File: config.mk
export PLATFORM = sky130hd
export DESIGN_NAME = lsu
export DESIGN_NICKNAME = d
export VERILOG_FILES = /design/src/rtl/lsu_pkg.sv /design/src/rtl/lsu_extend.sv /design/src/rtl/lsu.sv
export SDC_FILE = /design/constraint.sdc
export NUM_CORES = 1
export LEC_CHECK = 0
export ABC_CLOCK_PERIOD_IN_PS = 2100
export BUFFER_PORTS_ARGS = -buffer_cell sky130_fd_sc_hd__buf_2
export CAP_MARGIN = 20
export CORE_MARGIN = 2
export CORE_UTILIZATION = 47
export DETAILED_ROUTE_END_ITERATION = 7
export MAX_ROUTING_LAYER = met4
export PLACE_DENSITY = 0.85
export REMOVE_ABC_BUFFERS = 1
export SYNTH_ARGS = -nofsm -noshare
export SYNTH_HDL_FRONTEND = slang
export SYNTH_SLANG_ARGS = --single-unit
export TNS_END_PERCENT = 5
File: constraint.sdc
create_clock -name clk -period 2.1 [get_ports clk]
set_input_delay 0.21 -clock clk [delete_from_list [all_inputs] [get_ports clk]]
set_output_delay 0.21 -clock clk [all_outputs]
set_load 0.01 [all_outputs]
File: src/rtl/lsu_pkg.sv
// Shared definitions for the load/store unit: width codes, write strobes, FSM states
// and request decode helpers.
package lsu_pkg;

  localparam logic [2:0] F3_B  = 3'b000;
  localparam logic [2:0] F3_H  = 3'b001;
  localparam logic [2:0] F3_W  = 3'b010;
  localparam logic [2:0] F3_BU = 3'b100;
  localparam logic [2:0] F3_HU = 3'b101;

  localparam logic [2:0] WE_NONE = 3'b000;
  localparam logic [2:0] WE_WORD = 3'b001;
  localparam logic [2:0] WE_HALF = 3'b010;
  localparam logic [2:0] WE_BYTE = 3'b100;

  typedef enum logic [1:0] {
    StIdle  = 2'd0,
    StIssue = 2'd1,
    StWait  = 2'd2,
    StResp  = 2'd3
  } state_e;

  // Reserved width codes and unsigned stores are rejected like misaligned accesses.
  function automatic logic is_bad_req(input logic store, input logic [2:0] funct3,
                                      input logic [1:0] addr_lo);
    logic bad;
    case (funct3)
      F3_B:    bad = 1'b0;
      F3_H:    bad = addr_lo[0];
      F3_W:    bad = (addr_lo != 2'b00);
      F3_BU:   bad = store;
      F3_HU:   bad = store | addr_lo[0];
      default: bad = 1'b1;
    endcase
    return bad;
  endfunction

  function automatic logic [2:0] we_code(input logic [2:0] funct3);
    logic [2:0] we;
    case (funct3)
      F3_B, F3_BU: we = WE_BYTE;
      F3_H, F3_HU: we = WE_HALF;
      default:     we = WE_WORD;
    endcase
    return we;
  endfunction

endpackage

File: src/rtl/lsu_extend.sv
// Sign/zero extension of RAM read data according to the RV32I load width code.
module lsu_extend
  import lsu_pkg::*;
(
  input  logic [2:0]  funct3,
  input  logic [31:0] raw,
  output logic [31:0] result
);

  always_comb begin
    result = raw;
    case (funct3)
      F3_B:    result = {{24{raw[7]}}, raw[7:0]};
      F3_BU:   result = {24'd0, raw[7:0]};
      F3_H:    result = {{16{raw[15]}}, raw[15:0]};
      F3_HU:   result = {16'd0, raw[15:0]};
      default: result = raw;
    endcase
  end

endmodule

File: src/rtl/lsu.sv
// Load/store unit: one outstanding access, IDLE -> ISSUE -> (WAIT) -> RESP, with
// misaligned or reserved requests answered directly from IDLE with an error.
module lsu
  import lsu_pkg::*;
#(
  parameter int unsigned ADDR_W         = 32,
  parameter int unsigned IODEV_BASE_BIT = 29
) (
  input  logic              clk,
  input  logic              rst_n,
  input  logic              req_valid,
  output logic              req_ready,
  input  logic              req_store,
  input  logic [2:0]        req_funct3,
  input  logic [ADDR_W-1:0] req_addr,
  input  logic [31:0]       req_wdata,
  output logic              resp_valid,
  output logic [31:0]       resp_rdata,
  output logic              resp_err,
  output logic [ADDR_W-1:0] mem_addr,
  output logic [31:0]       mem_wdata,
  output logic [2:0]        mem_we,
  input  logic [31:0]       mem_rdata
);

  // I/O byte stores need no special handling; the RAM decodes the window bit itself.
  if (IODEV_BASE_BIT >= ADDR_W) begin : gen_param_check
    $error("IODEV_BASE_BIT must lie inside the address");
  end

  state_e            state_q;
  logic              store_q;
  logic [2:0]        funct3_q;
  logic [ADDR_W-1:0] addr_q;
  logic [31:0]       wdata_q;
  logic [31:0]       ext_data;
  logic              req_bad;

  assign req_ready = (state_q == StIdle) & rst_n;
  assign req_bad   = is_bad_req(req_store, req_funct3, req_addr[1:0]);
  assign mem_addr  = addr_q;
  assign mem_wdata = wdata_q;

  lsu_extend u_extend (
    .funct3 (funct3_q),
    .raw    (mem_rdata),
    .result (ext_data)
  );

  always_ff @(posedge clk or negedge rst_n) begin
    if (!rst_n) begin
      state_q    <= StIdle;
      store_q    <= 1'b0;
      funct3_q   <= 3'b000;
      addr_q     <= '0;
      wdata_q    <= 32'd0;
      mem_we     <= WE_NONE;
      resp_valid <= 1'b0;
      resp_err   <= 1'b0;
      resp_rdata <= 32'd0;
    end else begin
      unique case (state_q)
        StIdle: begin
          if (req_valid) begin
            store_q  <= req_store;
            funct3_q <= req_funct3;
            addr_q   <= req_addr;
            wdata_q  <= req_wdata;
            if (req_bad) begin
              resp_valid <= 1'b1;
              resp_err   <= 1'b1;
              state_q    <= StResp;
            end else begin
              // Strobe is registered here so it is visible during ISSUE only.
              mem_we  <= req_store ? we_code(req_funct3) : WE_NONE;
              state_q <= StIssue;
            end
          end
        end
        StIssue: begin
          mem_we <= WE_NONE;
          if (store_q) begin
            resp_valid <= 1'b1;
            state_q    <= StResp;
          end else begin
            state_q <= StWait;
          end
        end
        StWait: begin
          resp_rdata <= ext_data;
          resp_valid <= 1'b1;
          state_q    <= StResp;
        end
        StResp: begin
          resp_valid <= 1'b0;
          resp_err   <= 1'b0;
          resp_rdata <= 32'd0;
          state_q    <= StIdle;
        end
        default: state_q <= StIdle;
      endcase
    end
  end

endmodule
==> results of run 1 <==
==> cell families after synthesis <==
family          count (synthesis)  share of synthesized area (%)
fa+ha+maj                       5                           1.39
mux                            79                           20.1
compound gates                 52                           6.75
buf+inv                        26                           4.09
flops                         107                           59.5
simple gates                   78                           8.20
==> cell usage in the layout, fill, tap and decap left out, types with 2 or more instances in the layout <==
cell type  count
a21oi_1       26
a31oi_1        2
buf_12         4
buf_2        203
buf_4          4
clkbuf_8       9
clkinv_4       3
dfrtp_1      107
ha_1           4
inv_1          6
inv_6          2
mux2_2        59
mux2_4         8
mux2i_1       12
nand2_1       39
nand2b_1       3
nor2_1        17
nor3_1         8
o21ai_0       18
==> state kept, by name, indices dropped and copies added, names as in the netlist <==
name / flops
resp_rdata: 32
store_q: 1
resp_valid: 1
funct3_q: 3
resp_err: 1
mem_we: 3
mem_wdata: 32
state_q: 2
mem_addr: 32
==> stage by stage <==
| step | util, % | cells | area [µm²] | hold slack (ns) | power, µW |
|---|---|---|---|---|---|
| after floorplan | - | 327 | 4340 | -0.0856 | 6000 |
| after global placement | 60.6 | 667 | 5630 | 0.330 | 7500 |
| after detailed placement | 60.6 | 667 | 5630 | 0.346 | 7720 |
| after CTS | 62.7 | 684 | 5820 | 0.0583 | 8890 |
| after global routing | 62.7 | 684 | 5820 | 0.0501 | 9440 |
| final | 62.7 | 684 | 5820 | 0.0808 | 8780 |
==> area by class of cell <==
class / count / area (µm²)
Fill cell: 760 / 3470
Sequential cell: 107 / 2680
Multi-Input combinational cell: 214 / 1640
Timing Repair Buffer: 212 / 1140
Tap cell: 129 / 161
Clock buffer: 10 / 128
Clock inverter: 6 / 48.8
Inverter: 6 / 22.5
==> path summary, 6_finish.rpt <==
kind / cells past startpoint / startpoint / end
worst max-delay path: 5 / state_q[1]$_DFFE_PN0P_ / mem_addr[11]$_DFFE_PN0P_
max in group asynchronous: 3 / rst_n / mem_addr[27]$_DFFE_PN0P_
worst min-delay path: 2 / req_wdata[9] / mem_wdata[9]$_DFFE_PN0P_
worst max register to register: 5 / state_q[1]$_DFFE_PN0P_ / mem_addr[11]$_DFFE_PN0P_
worst min register to register: 1 / mem_wdata[18]$_DFFE_PN0P_ / mem_wdata[18]$_DFFE_PN0P_
min in group asynchronous: 3 / rst_n / resp_rdata[3]$_DFFE_PN0P_
==> cells in the mapped netlist (all sizes together) <==
cell type  count
a2111oi        1
a21oi         26
a221oi         1
a31oi          2
and2           1
buf            7
clkbuf        13
dfrtp        107
ha             5
inv            6
mux2          67
mux2i         12
nand2         40
nand2b         3
nand3          2
nand4          1
nor2          19
nor2b          1
nor3           8
nor4           1
o21ai         18
o21bai         1
o22ai          1
o31ai          2
or2            1
or4b           1
==> per-layer routing <==
layer	global-route usage, %	up-vias	share of wire [%]
met5	-	-	0
met3	5.40	10	7.9
met4	5.54	0	0.95
met1	24.8	1633	41
met2	34.6	155	50
li1	-	1591	-
==> power by group through the flow <==
stage               clock network [µW]  logic, µW  registers (µW)
floorplan                            0       1930            4070
global placement                     0       3930            3570
detailed placement                   0       4100            3620
global route                      1270       4450            3720
finish                            1140       4040            3600
CTS                               1190       4100            3600
==> results.md, run 1 <==
- The run finished with clean final reports.
- Dividing the detail-routed via count by the number of cells gives 4.95.
- The clock slew seen by the registers of the worst setup and hold paths is 0.11 ns.
- The clock root buffer is clkbuf_8.
- The total I/O pin count is 205.
- Timing would allow up to 559 MHz.
- The final-report setup violation count is 0.
- The arrival time at the worst endpoint is slightly above 2 ns.
- In this run the worst path has a maximum fanout of 30.
- The cell internal power dissipation is between 5000 and 6000 µW.
- The CTS tree is done.
- The type of the worst min-delay path is in -> reg.
- The total power density per cell area is ~1500 nW/µm².
- The number of clock buffers added by TritonCTS is 9.
- The final layout net count is 658.
- The maximum clock insertion buffer count is 2.
- The overall via count from detail_route is between 3000 and 4000.
- The analysis attributes to cell leakage a power of 0.00296 µW.
- The post-synthesis sequential element count is 107.
- The worst setup path is captured at a flip-flop.
- Traced cell by cell, the critical path runs through inv_1 -> ha_1 -> nand2_4 -> buf_12 -> mux2_2.
- For this configuration, the core starts out at a cell density of 48.5%.
- The critical path class is reg -> reg.
- The slowest stage of the critical path belongs to the cell dfrtp_1.
- The post-synthesis area per instance is approximately 13 µm².
- Measured along the y axis, the die boundary spans just over 100 µm.
- The number of instances in the synthesized netlist is between 300 and 400.
- At the pin with the least slew margin, the transition time is 0.564 ns.
- Entering global routing, the biggest net connects roughly 110 pins.
- Adding up every negative setup slack in the final design gives 0 ns.
- The total congestion overflow is 0.
- The final routed wire length divided by cell count is between 15 and 20 µm.
- The worst-case IR drop observed on VDD is approximately 730 µV.
- The violation count after the first detailed-routing iteration is 73.
- Of the total power, the share spent switching nets is between 30% and 40%.
- The clock network accounts for 12.9% of the total power.
- The number of hold-slack violations in the final timing report was 0.
- The netlist area before placement is around 4500 µm².
- The placeable core region is approximately 9300 µm².
- The number of hold buffers added after CTS was 1.
- For the final database, setup skew stands at between 0.01 and 0.015 ns.
- Setup repair after global routing left no endpoint under its margin.
- For this run, the total global-route usage over all layers was measured as just over 20%.
- The netlist uses 35 different library cells.
- The number of iterations in the first detailed-routing pass is 4.
- The worst pin sits at a relative slew slack of about 62%.
- The wire length of the first global-routing pass is 16300 µm.
- The maximum cell stage delay along the critical path is 0.43 ns.
- The horizontal die dimension is slightly above 100 µm.
- The die covers a little over 10000 µm².
- The number of global-route vias before repair was between 3000 and 4000.
- The fraction of layout instances using a drive strength above 1 is a little over half.
- The sequential share of power is approximately two fifths.
- The number of buffer and inverter stages on the critical path is 2.
- For this design the total switching power over the nets is roughly 3300 µW.
- The count of buffers inserted at the top-level ports is just over 200.
- The final weighted congestion in routability-driven placement is about 0.85.
- 0 antenna diodes ended up in the layout.
- The number of nets with antenna violations after routing is 0.
- The worst setup margin is 0.312 ns.
- The initial antenna violation count is 0.
- The number of pins exceeding their max-slew limit in the final report came to 0.
- Counting every sink on the clock net gives between 100 and 150.
- The worst-case register-to-register setup slack is between 0.3 and 0.4 ns.
- At the later pin of the worst-skew pair, clock insertion delay measures between 0.3 and 0.4 ns.
- The sequential share of the synthesized area is between 50% and 60%.
- CTS built an H-tree with a depth of 3.
- The Yosys warning count is 0.
- The top cell type by area accounts for 59.5% of the synthesized area.
- The final worst-path cycle share is ~85%.
- The post-layout minimum cycle time is between 1.5 and 2 ns.
- Data on the critical path is required at its endpoint by roughly 2.3 ns.
- dfrtp_1 takes more of the synthesized area than any other cell.
- The launching element type of the critical path is a flip-flop.
- The pre-CTS setup slack is around 0.32 ns.
- The signed area change from the synthesized netlist to the final layout is 29.2%.
- After clock tree synthesis, the repair step resized 0 gates.
- The number of buffers inserted to repair setup after CTS is 0.
- The sum of net half-perimeters after detailed placement is between 7000 and 8000 µm.
- Combinational logic is responsible for 46.1% of the overall power.
- The post-route DRC violation count is 0.
- In this design, the largest share of critical-path delay is due to flip-flops.
- The aggregate routed wire length is about 10000 µm.
- The standard-cell row count is 35.
- Ranked by total cell area, the synthesized netlist is headed by dfrtp_1 (59%), mux2_2 (15%), nand2_1 (3.3%).
- The max capacitance violation total is 0.
Note: power is estimated with default switching activity, not from simulation.
==> inputs of run 2 (changes only) <==
--- a/config.mk
+++ b/config.mk
@@ -9,11 +9,12 @@
 export BUFFER_PORTS_ARGS = -buffer_cell sky130_fd_sc_hd__buf_2
 export CAP_MARGIN = 20
 export CORE_MARGIN = 2
-export CORE_UTILIZATION = 47
+export CORE_UTILIZATION = 45
 export DETAILED_ROUTE_END_ITERATION = 7
 export MAX_ROUTING_LAYER = met4
-export PLACE_DENSITY = 0.85
+export PLACE_DENSITY = 0.82
 export REMOVE_ABC_BUFFERS = 1
+export SLEW_MARGIN = 5
 export SYNTH_ARGS = -nofsm -noshare
 export SYNTH_HDL_FRONTEND = slang
 export SYNTH_SLANG_ARGS = --single-unit
==> constraint.sdc (replaced) <==
create_clock -name clk -period 2.1 [get_ports clk]
set_input_delay 0.105 -clock clk [delete_from_list [all_inputs] [get_ports clk]]
set_output_delay 0.105 -clock clk [all_outputs]
set_load 0.01 [all_outputs]
==> run 2 against run 1 <==
Effect of this change:
- critical path depth did not move
- critical path type unchanged
- flip-flop and latch count is the same
- first-iteration DRC count grew to 2.6 times the previous value
- register-to-register slack improved by 0.05 ns
- count of clock-buffer cells in the layout grew 4
- maximum frequency rose by 2.9%
- clock power barely moved
- total power up 2.0%
- non-clock buffer count is 68 higher
==> results.md, run 2 (synthesis results as in run 1) <==
- The total power density per cell area is 1380 nW/µm² (-8.6%).
- The wire length of the first global-routing pass is 19500 µm (+19%).
- The final-layout fill cell count is 717 (-5.7%).
- The final weighted congestion in routability-driven placement is 0.792 (-7.3%).
- The worst hold slack after final layout was 0.0125 ns (-0.0683 ns).
- The critical path starts at state_q[1]$_DFFE_PN0P_.
- The leakage power is 0.00324 µW (+9.5%).
- The floorplan die area is 10800 µm² (+4.3%).
- The largest net degree at the start of global routing was 108 (unchanged).
- The register area was 2680 µm² (unchanged).
- The final routed wire length divided by cell count is 15.9 µm (+4.1%).
- The quantity of hold-fixing buffers added after cts is 69 (+68).
- The count of buffers inserted at the top-level ports is 204 (unchanged).
- The data required time at the worst endpoint was 2.34 ns (about the same).
- The final-report setup violation count is 0 (unchanged).
- The final layout net count is 726 (+10%).
- The startpoint identified for the worst hold timing path is mem_rdata[6].
- The total track usage came to 23.1% (+2.4 points).
- The measured slew at the worst slew-check pin is 0.747 ns (+0.183 ns).
- The final worst-path cycle share came to 82.7% (-2.4 points).
- The y dimension of the die is 104 µm (+2.1%).
- The number of nets with antenna violations after routing is 0 (unchanged).
- The starting utilization of the core area is 46.3% (-2.2 points).
- The number of iterations in the first detailed-routing pass came to 4 (unchanged).
- The CTS H-tree depth is 3 (unchanged).
- The count of cells resized by post-cts repair is 0 (unchanged).
- The antenna diode instance count is 0 (unchanged).
- The sum of net half-perimeters after detailed placement came to 7590 µm (-4.0%).
- The signed area change from the synthesized netlist to the final layout is 44.1%.
- The area of combinational cells with multiple inputs is 1640 µm² (unchanged).
- The number of pins exceeding their max-slew limit in the final report is 0 (unchanged).
- The worst-skew pair later-pin latency is 0.36 ns (about the same).
- The horizontal die dimension is 104 µm (+2.1%).
- The post-layout minimum cycle time is 1.74 ns (-0.0505 ns).
- The number of buffers inserted to repair setup after CTS is 0 (unchanged).
- The biggest fanout along the worst timing path is 44 (+47%).
- The standard-cell row count was 36 (+2.9%).
- The max capacitance violation total is 0 (unchanged).
- The clock root buffer is clkbuf_8.
- The most common library cell in the layout ignoring fill and taps is buf_2.
- The total congestion overflow is 0 (unchanged).
- The worst vdd rail ir drop came to 733 µV (+0.75%).
- The maximum clock insertion buffer count was 2 (unchanged).
- The endpoint type of the worst setup path is a flip-flop.
- The initial antenna violation count is 0 (unchanged).
- The number of clock sinks is 107 (unchanged).
- The CTS tree is done.
- The sum of negative setup slack is 0 ns (unchanged).
- The number of global-route vias before repair was 3949 (+13%).
- Setup repair after global routing left no endpoint under its margin.
- In this run the worst hold path is classified as in -> reg.
- The TritonCTS buffer count was 9 (unchanged).
- The aggregate routed wire length is 12100 µm (+15%).
- The clock slew seen by the registers of the worst setup and hold paths was 0.09 ns (-0.02 ns).
- The overall via count from detail_route is 3697 (+9.1%).
- The total I/O pin count is 205 (unchanged).
- The worst register-to-register path begins at state_q[1]$_DFFE_PN0P_.
- The number of hold-slack violations in the final timing report was 0 (unchanged).
- The headroom to the max-slew limit is 50.2% (-12 points).
- The placeable core region was 9730 µm² (+4.8%).
- The arrival time at the worst endpoint came to 1.98 ns (-0.04 ns).
- Leaving out fill and tap cells, the most frequent cells in the layout are buf_2 (203), dfrtp_1 (107), dlygate4sd3_1 (70).
- The post-route DRC violation count is 0 (unchanged).
- STA classifies the critical path startpoint as a flip-flop.
- The largest clock skew in the final design is 0.00740 ns (-0.00428 ns).
- The worst setup path is of the reg -> reg kind.
- The run finished with clean final reports.
- The violation count after the first detailed-routing iteration was 190 (+160%).
- The fraction of layout instances using a drive strength above 1 came to 48.2% (-6.4 points).
- The detailed-route vias per instance was 4.89 (-1.3%).
- The maximum clock frequency is 576 MHz (+2.9%).
run 2: final cells by class:
| cell class | count | share of cell area [%] |
|---|---|---|
| well taps | 133 | 2.56 |
| repair buffers | 280 | 27.8 |
| multi-input cells | 214 | 25.3 |
| clock inverters | 2 | 0.154 |
| flip-flops and latches | 107 | 41.3 |
| clock buffers | 14 | 2.51 |
| inverters | 6 | 0.347 |
run 2: through the flow:
step	utilization (%)	area [µm²]	setup WS (ns)	instances	total power, µW
after global routing	66.7	6490	0.274	756	9530
after detailed placement	57.7	5620	0.415	670	7650
after CTS	66.6	6480	0.379	755	8930
after global placement	57.7	5620	0.494	670	7460
after floorplan	-	4340	-0.217	327	6000
final	66.7	6490	0.363	756	8950
run 2: worst max-delay path, cell delays in order, from the launching register on:
cell     delay (ns)
dfrtp_1        0.43
inv_1          0.11
ha_1           0.29
nand2_4        0.13
buf_12         0.23
mux2_2         0.39
run 2: routing by layer:
layer,wire (µm),part of all wire [%],GRT usage [%]
met5,0,0,-
met1,5040,42,28.9
met4,256,2.1,8.49
met3,849,7.0,4.51
met2,5900,49,37.4
run 2: final timing paths:
kind | slack, ns | cells after the start | endpoint
worst min-delay path | 0.01 | 3 | resp_rdata[6]$_DFFE_PN0P_
max in group asynchronous | 1.29 | 3 | resp_rdata[11]$_DFFE_PN0P_
worst min register to register | 0.51 | 1 | mem_wdata[8]$_DFFE_PN0P_
worst max register to register | 0.36 | 5 | mem_addr[9]$_DFFE_PN0P_
worst max-delay path | 0.36 | 5 | mem_addr[9]$_DFFE_PN0P_
min in group asynchronous | 0.40 | 3 | funct3_q[0]$_DFFE_PN0P_
run 2: power breakdown:
part           switching, µW  total (µW)  internal (µW)
Sequential               611        3680           3070
Combinational           2120        4120           2000
Clock                    648        1140            496
==> inputs of run 3 (changes only) <==
--- a/config.mk
+++ b/config.mk
@@ -5,7 +5,8 @@
 export SDC_FILE = /design/constraint.sdc
 export NUM_CORES = 1
 export LEC_CHECK = 0
-export ABC_CLOCK_PERIOD_IN_PS = 2100
+export ABC_AREA = 1
+export ABC_CLOCK_PERIOD_IN_PS = 1600
 export BUFFER_PORTS_ARGS = -buffer_cell sky130_fd_sc_hd__buf_2
 export CAP_MARGIN = 20
 export CORE_MARGIN = 2
==> constraint.sdc (replaced) <==
create_clock -name clk -period 1.6 [get_ports clk]
set_input_delay 0.08 -clock clk [delete_from_list [all_inputs] [get_ports clk]]
set_output_delay 0.08 -clock clk [all_outputs]
set_load 0.01 [all_outputs]
==> run 3 against run 2 <==
Effect of this change:
- sequential power is 24% higher
- wire length up 8.6%
- hold slack better by 0.022 ns
- via count is 23% higher
- area after synthesis is 0.69% lower
- flip-flop and latch count stayed put
- global-route usage grew 2.0 points
- first-iteration DRC count rose by 55%
- clock skew down 0.0031 ns
- worst setup slack got worse by 0.26 ns
- largest power group unchanged
==> results.md, run 3 <==
- The maximum clock frequency was 667 MHz (+16%).
- By count the netlist is led by nand2_1 (302), dfrtp_1 (107), nor2_1 (41), o21ai_0 (15).
- The sum of net half-perimeters after detailed placement is 8060 µm (+6.3%).
- The max capacitance violation total is 0 (unchanged).
- The most common library cell in the layout ignoring fill and taps is nand2_1.
- The endpoint type of the worst setup path is a flip-flop.
- The number of buffer and inverter stages on the critical path is 2 (unchanged).
- The post-layout minimum cycle time came to 1.50 ns (-0.237 ns).
- The most common cell in the synthesized netlist is nand2_1.
- The post-synthesis sequential element count is 107 (unchanged).
- The worst vdd rail ir drop came to 906 µV (+24%).
- The cell that appears most often on the critical path is nand2_1.
- The biggest fanout along the worst timing path is 36 (-18%).
- The total congestion overflow came to 0 (unchanged).
- The post-synthesis area per instance is 8.40 µm² (-35%).
- The signed area change from the synthesized netlist to the final layout is 48.4%.
- The fraction of layout instances using a drive strength above 1 is 29.5% (-19 points).
- The run finished with clean final reports.
- The floorplan die area is 10700 µm² (-0.67%).
- The horizontal die dimension came to 104 µm (-0.34%).
- The y dimension of the die came to 104 µm (-0.34%).
- The number of clock sinks is 107 (unchanged).
- STA classifies the critical path startpoint as a flip-flop.
- The largest net degree at the start of global routing is 69 (-36%).
- The worst setup path is of the reg -> reg kind.
- The number of global-route vias before repair is 4487 (+14%).
- The total power density per cell area came to 1750 nW/µm² (+27%).
- The power dissipated by switching net loads is 4670 µW (+38%).
- The final core utilization is 68.2% (+1.5 points).
- The distinct cell type count of the synthesized netlist is 19 (-46%).
- The maximum clock insertion buffer count is 2 (unchanged).
- The family of cells with the greatest summed delay on the critical path is buffers and inverters.
- By area the synthesized netlist is led by dfrtp_1 (60%), nand2_1 (25%), nor2_1 (3.4%).
- The final weighted congestion in routability-driven placement is 0.893 (+13%).
- The register area is 2680 µm² (unchanged).
- The number of iterations in the first detailed-routing pass is 5 (+1).
- The slowest library cell on the worst path is dfrtp_1.
- The worst hold slack after final layout is 0.0345 ns (+0.0220 ns).
- The netlist area before placement came to 4470 µm² (-0.69%).
- The count of buffers inserted at the top-level ports was 204 (unchanged).
- The leakage power came to 0.00387 µW (+20%).
- The CTS H-tree depth came to 3 (unchanged).
- The min-delay analysis places its worst path in the category in -> reg.
- The final worst-path cycle share is 93.7% (+11 points).
- The fraction of registers with async set/reset came to 100% (unchanged).
- The overall via count from detail_route was 4558 (+23%).
- The number of instances in the synthesized netlist is 532 (+53%).
- The post-route total power is 11600 µW (+29%).
- The sequential share of the synthesized area came to 59.9% (+0.42 points).
- The fraction of power consumed by combinational cells is 44.0% (-2.1 points).
- The number of nets with antenna violations after routing came to 0 (unchanged).
- The total I/O pin count came to 205 (unchanged).
- The share of the synthesized area in the top cell type is 59.9% (+0.42 points).
- The standard-cell row count is 36 (unchanged).
- The sequential share of power is 39.4% (-1.7 points).
- The headroom to the max-slew limit came to 68.1% (+18 points).
- The measured slew at the worst slew-check pin is 0.478 ns (-0.268 ns).
- The part of the total power dissipated in the clock network is 16.6% (+3.8 points).
- The final routed wire length divided by cell count is 13.8 µm (-13%).
- Traced cell by cell, the critical path runs through inv_1 -> ha_4 -> nand2_2 -> buf_4 -> nand2_1 -> nand2_1.
- The wire length of the first global-routing pass is 21500 µm (+10%).
- The most used flip-flop cell after synthesis is dfrtp_1.
- The CTS tree is done.
- The maximum cell stage delay along the critical path was 0.42 ns (about the same).
- The Yosys warning count is 0 (unchanged).
- Leaving out fill and tap cells, the most frequent cells in the layout are nand2_1 (302), buf_2 (203), dfrtp_1 (107).
- The cell internal power dissipation is 6910 µW (+24%).
- Setup repair after global routing left no endpoint under its margin.
- The aggregate routed wire length came to 13100 µm (+8.6%).
- The starting utilization of the core area is 45.9% (-0.32 points).
- The TritonCTS buffer count came to 9 (unchanged).
- The final layout net count came to 916 (+26%).
- The clock slew seen by the registers of the worst setup and hold paths is 0.10 ns (about the same).
- The antenna diode instance count is 0 (unchanged).
- The count of flip-flops with a built-in enable after synthesis came to 0 (unchanged).
- Of all cell types, the one taking the most synthesized area is dfrtp_1.
- The initial antenna violation count is 0 (unchanged).
- The area of combinational cells with multiple inputs was 1610 µm² (-2.2%).
- The detailed-route vias per instance is 4.82 (-1.5%).
- The clock root buffer is clkbuf_8.
- The number of pins exceeding their max-slew limit in the final report came to 0 (unchanged).
- The placeable core region is 9730 µm² (unchanged).
- The arrival time at the worst endpoint was 1.80 ns (-0.18 ns).
- The proportion of total power due to net switching is 40.3% (+2.6 points).
- The data required time at the worst endpoint came to 1.90 ns (-0.44 ns).
- The worst-skew pair later-pin latency is 0.35 ns (about the same).
- The largest clock skew in the final design is 0.00428 ns (-0.00313 ns).
- The post-route DRC violation count is 0 (unchanged).
- The final-report setup violation count is 0 (unchanged).
- The total track usage was 25.1% (+2.0 points).
- The number of buffers inserted to repair setup after CTS is 0 (unchanged).
- The number of hold-slack violations in the final timing report is 0 (unchanged).
- The final-layout fill cell count came to 715 (-0.28%).
- The violation count after the first detailed-routing iteration was 295 (+55%).
## run 3: cell count changes after synthesis, sizes merged, moves of 8 or more
cell | before | now
mux2i | 12 | 0
nor2 | 19 | 42
mux2 | 67 | 0
clkbuf | 13 | 5
a22o | 0 | 8
buf | 7 | 18
nand2 | 40 | 304
a21oi | 26 | 1
inv | 6 | 16
## run 3: area by class of cell
type / instances / area share, %
flip-flops and latches: 107 / 40.3
multi-input cells: 386 / 24.2
clock buffers: 9 / 1.87
clock inverters: 7 / 1.75
repair buffers: 288 / 28.4
well taps: 133 / 2.51
inverters: 16 / 0.905
## run 3: timing repair
action,4_1_cts,5_1_grt
hold endpoints to repair,182,0
hold buffers,76,0
endpoints found under the setup margin,0,74
gates resized for setup,0,3
## run 3: worst min-delay path: stages
cell and delay (ns):
buf_2 0.11, nor3_1 0.05, nand2_1 0.06, nand2_1 0.05
## run 3: worst paths after layout
kind | startpoint | endpoint | slack [ns] | cells past startpoint
setup reg to reg | state_q[0]$_DFFE_PN0P_ | mem_addr[13]$_DFFE_PN0P_ | 0.10 | 6
hold / removal | req_funct3[0] | mem_we[2]$_DFFE_PN0P_ | 0.03 | 4
hold reg to reg | mem_wdata[14]$_DFFE_PN0P_ | mem_wdata[14]$_DFFE_PN0P_ | 0.48 | 2
min in group asynchronous | rst_n | funct3_q[1]$_DFFE_PN0P_ | 0.28 | 3
max in group asynchronous | rst_n | mem_addr[24]$_DFFE_PN0P_ | 0.90 | 3
setup / recovery | state_q[0]$_DFFE_PN0P_ | mem_addr[13]$_DFFE_PN0P_ | 0.10 | 6
## run 3: logic make-up (layout without fill, tap and decap cells)
logic type	count (synthesis)	count (layout)	share of synthesized area [%]
compound gates	24	24	3.36
simple gates	357	357	30.8
buf+inv	39	320	4.51
fa+ha+maj	5	5	1.40
flops	107	107	59.9
## run 3: power groups by stage
stage,clock network (µW),logic (µW),registers [µW]
6_report,1920,5100,4560
5_1_grt,2090,5660,4670
4_1_cts,1980,5000,4510
3_5_place_dp,0,4860,4520
3_3_place_gp,0,4680,4500
2_1_floorplan,0,2270,4980
## run 3: routing by layer
metal  vias up  part of all wire (%)  track usage, %
met4         0                   1.8            9.36
met5         -                     0               -
li1       2170                     -               -
met3        20                   8.4            5.54
met1      2120                    42            31.7
met2       248                    48            39.9
## run 3: per-stage QoR
step                worst slack, ns  setup TNS [ns]  std cells  instance area [µm²]
floorplan                    -0.914          -57.96        509                 4330
global placement              0.190               0        854                 5620
detailed placement           0.0811               0        854                 5620
CTS                          0.0230               0        946                 6620
global route                0.00188               0        946                 6640
finish                        0.100               0        946                 6640
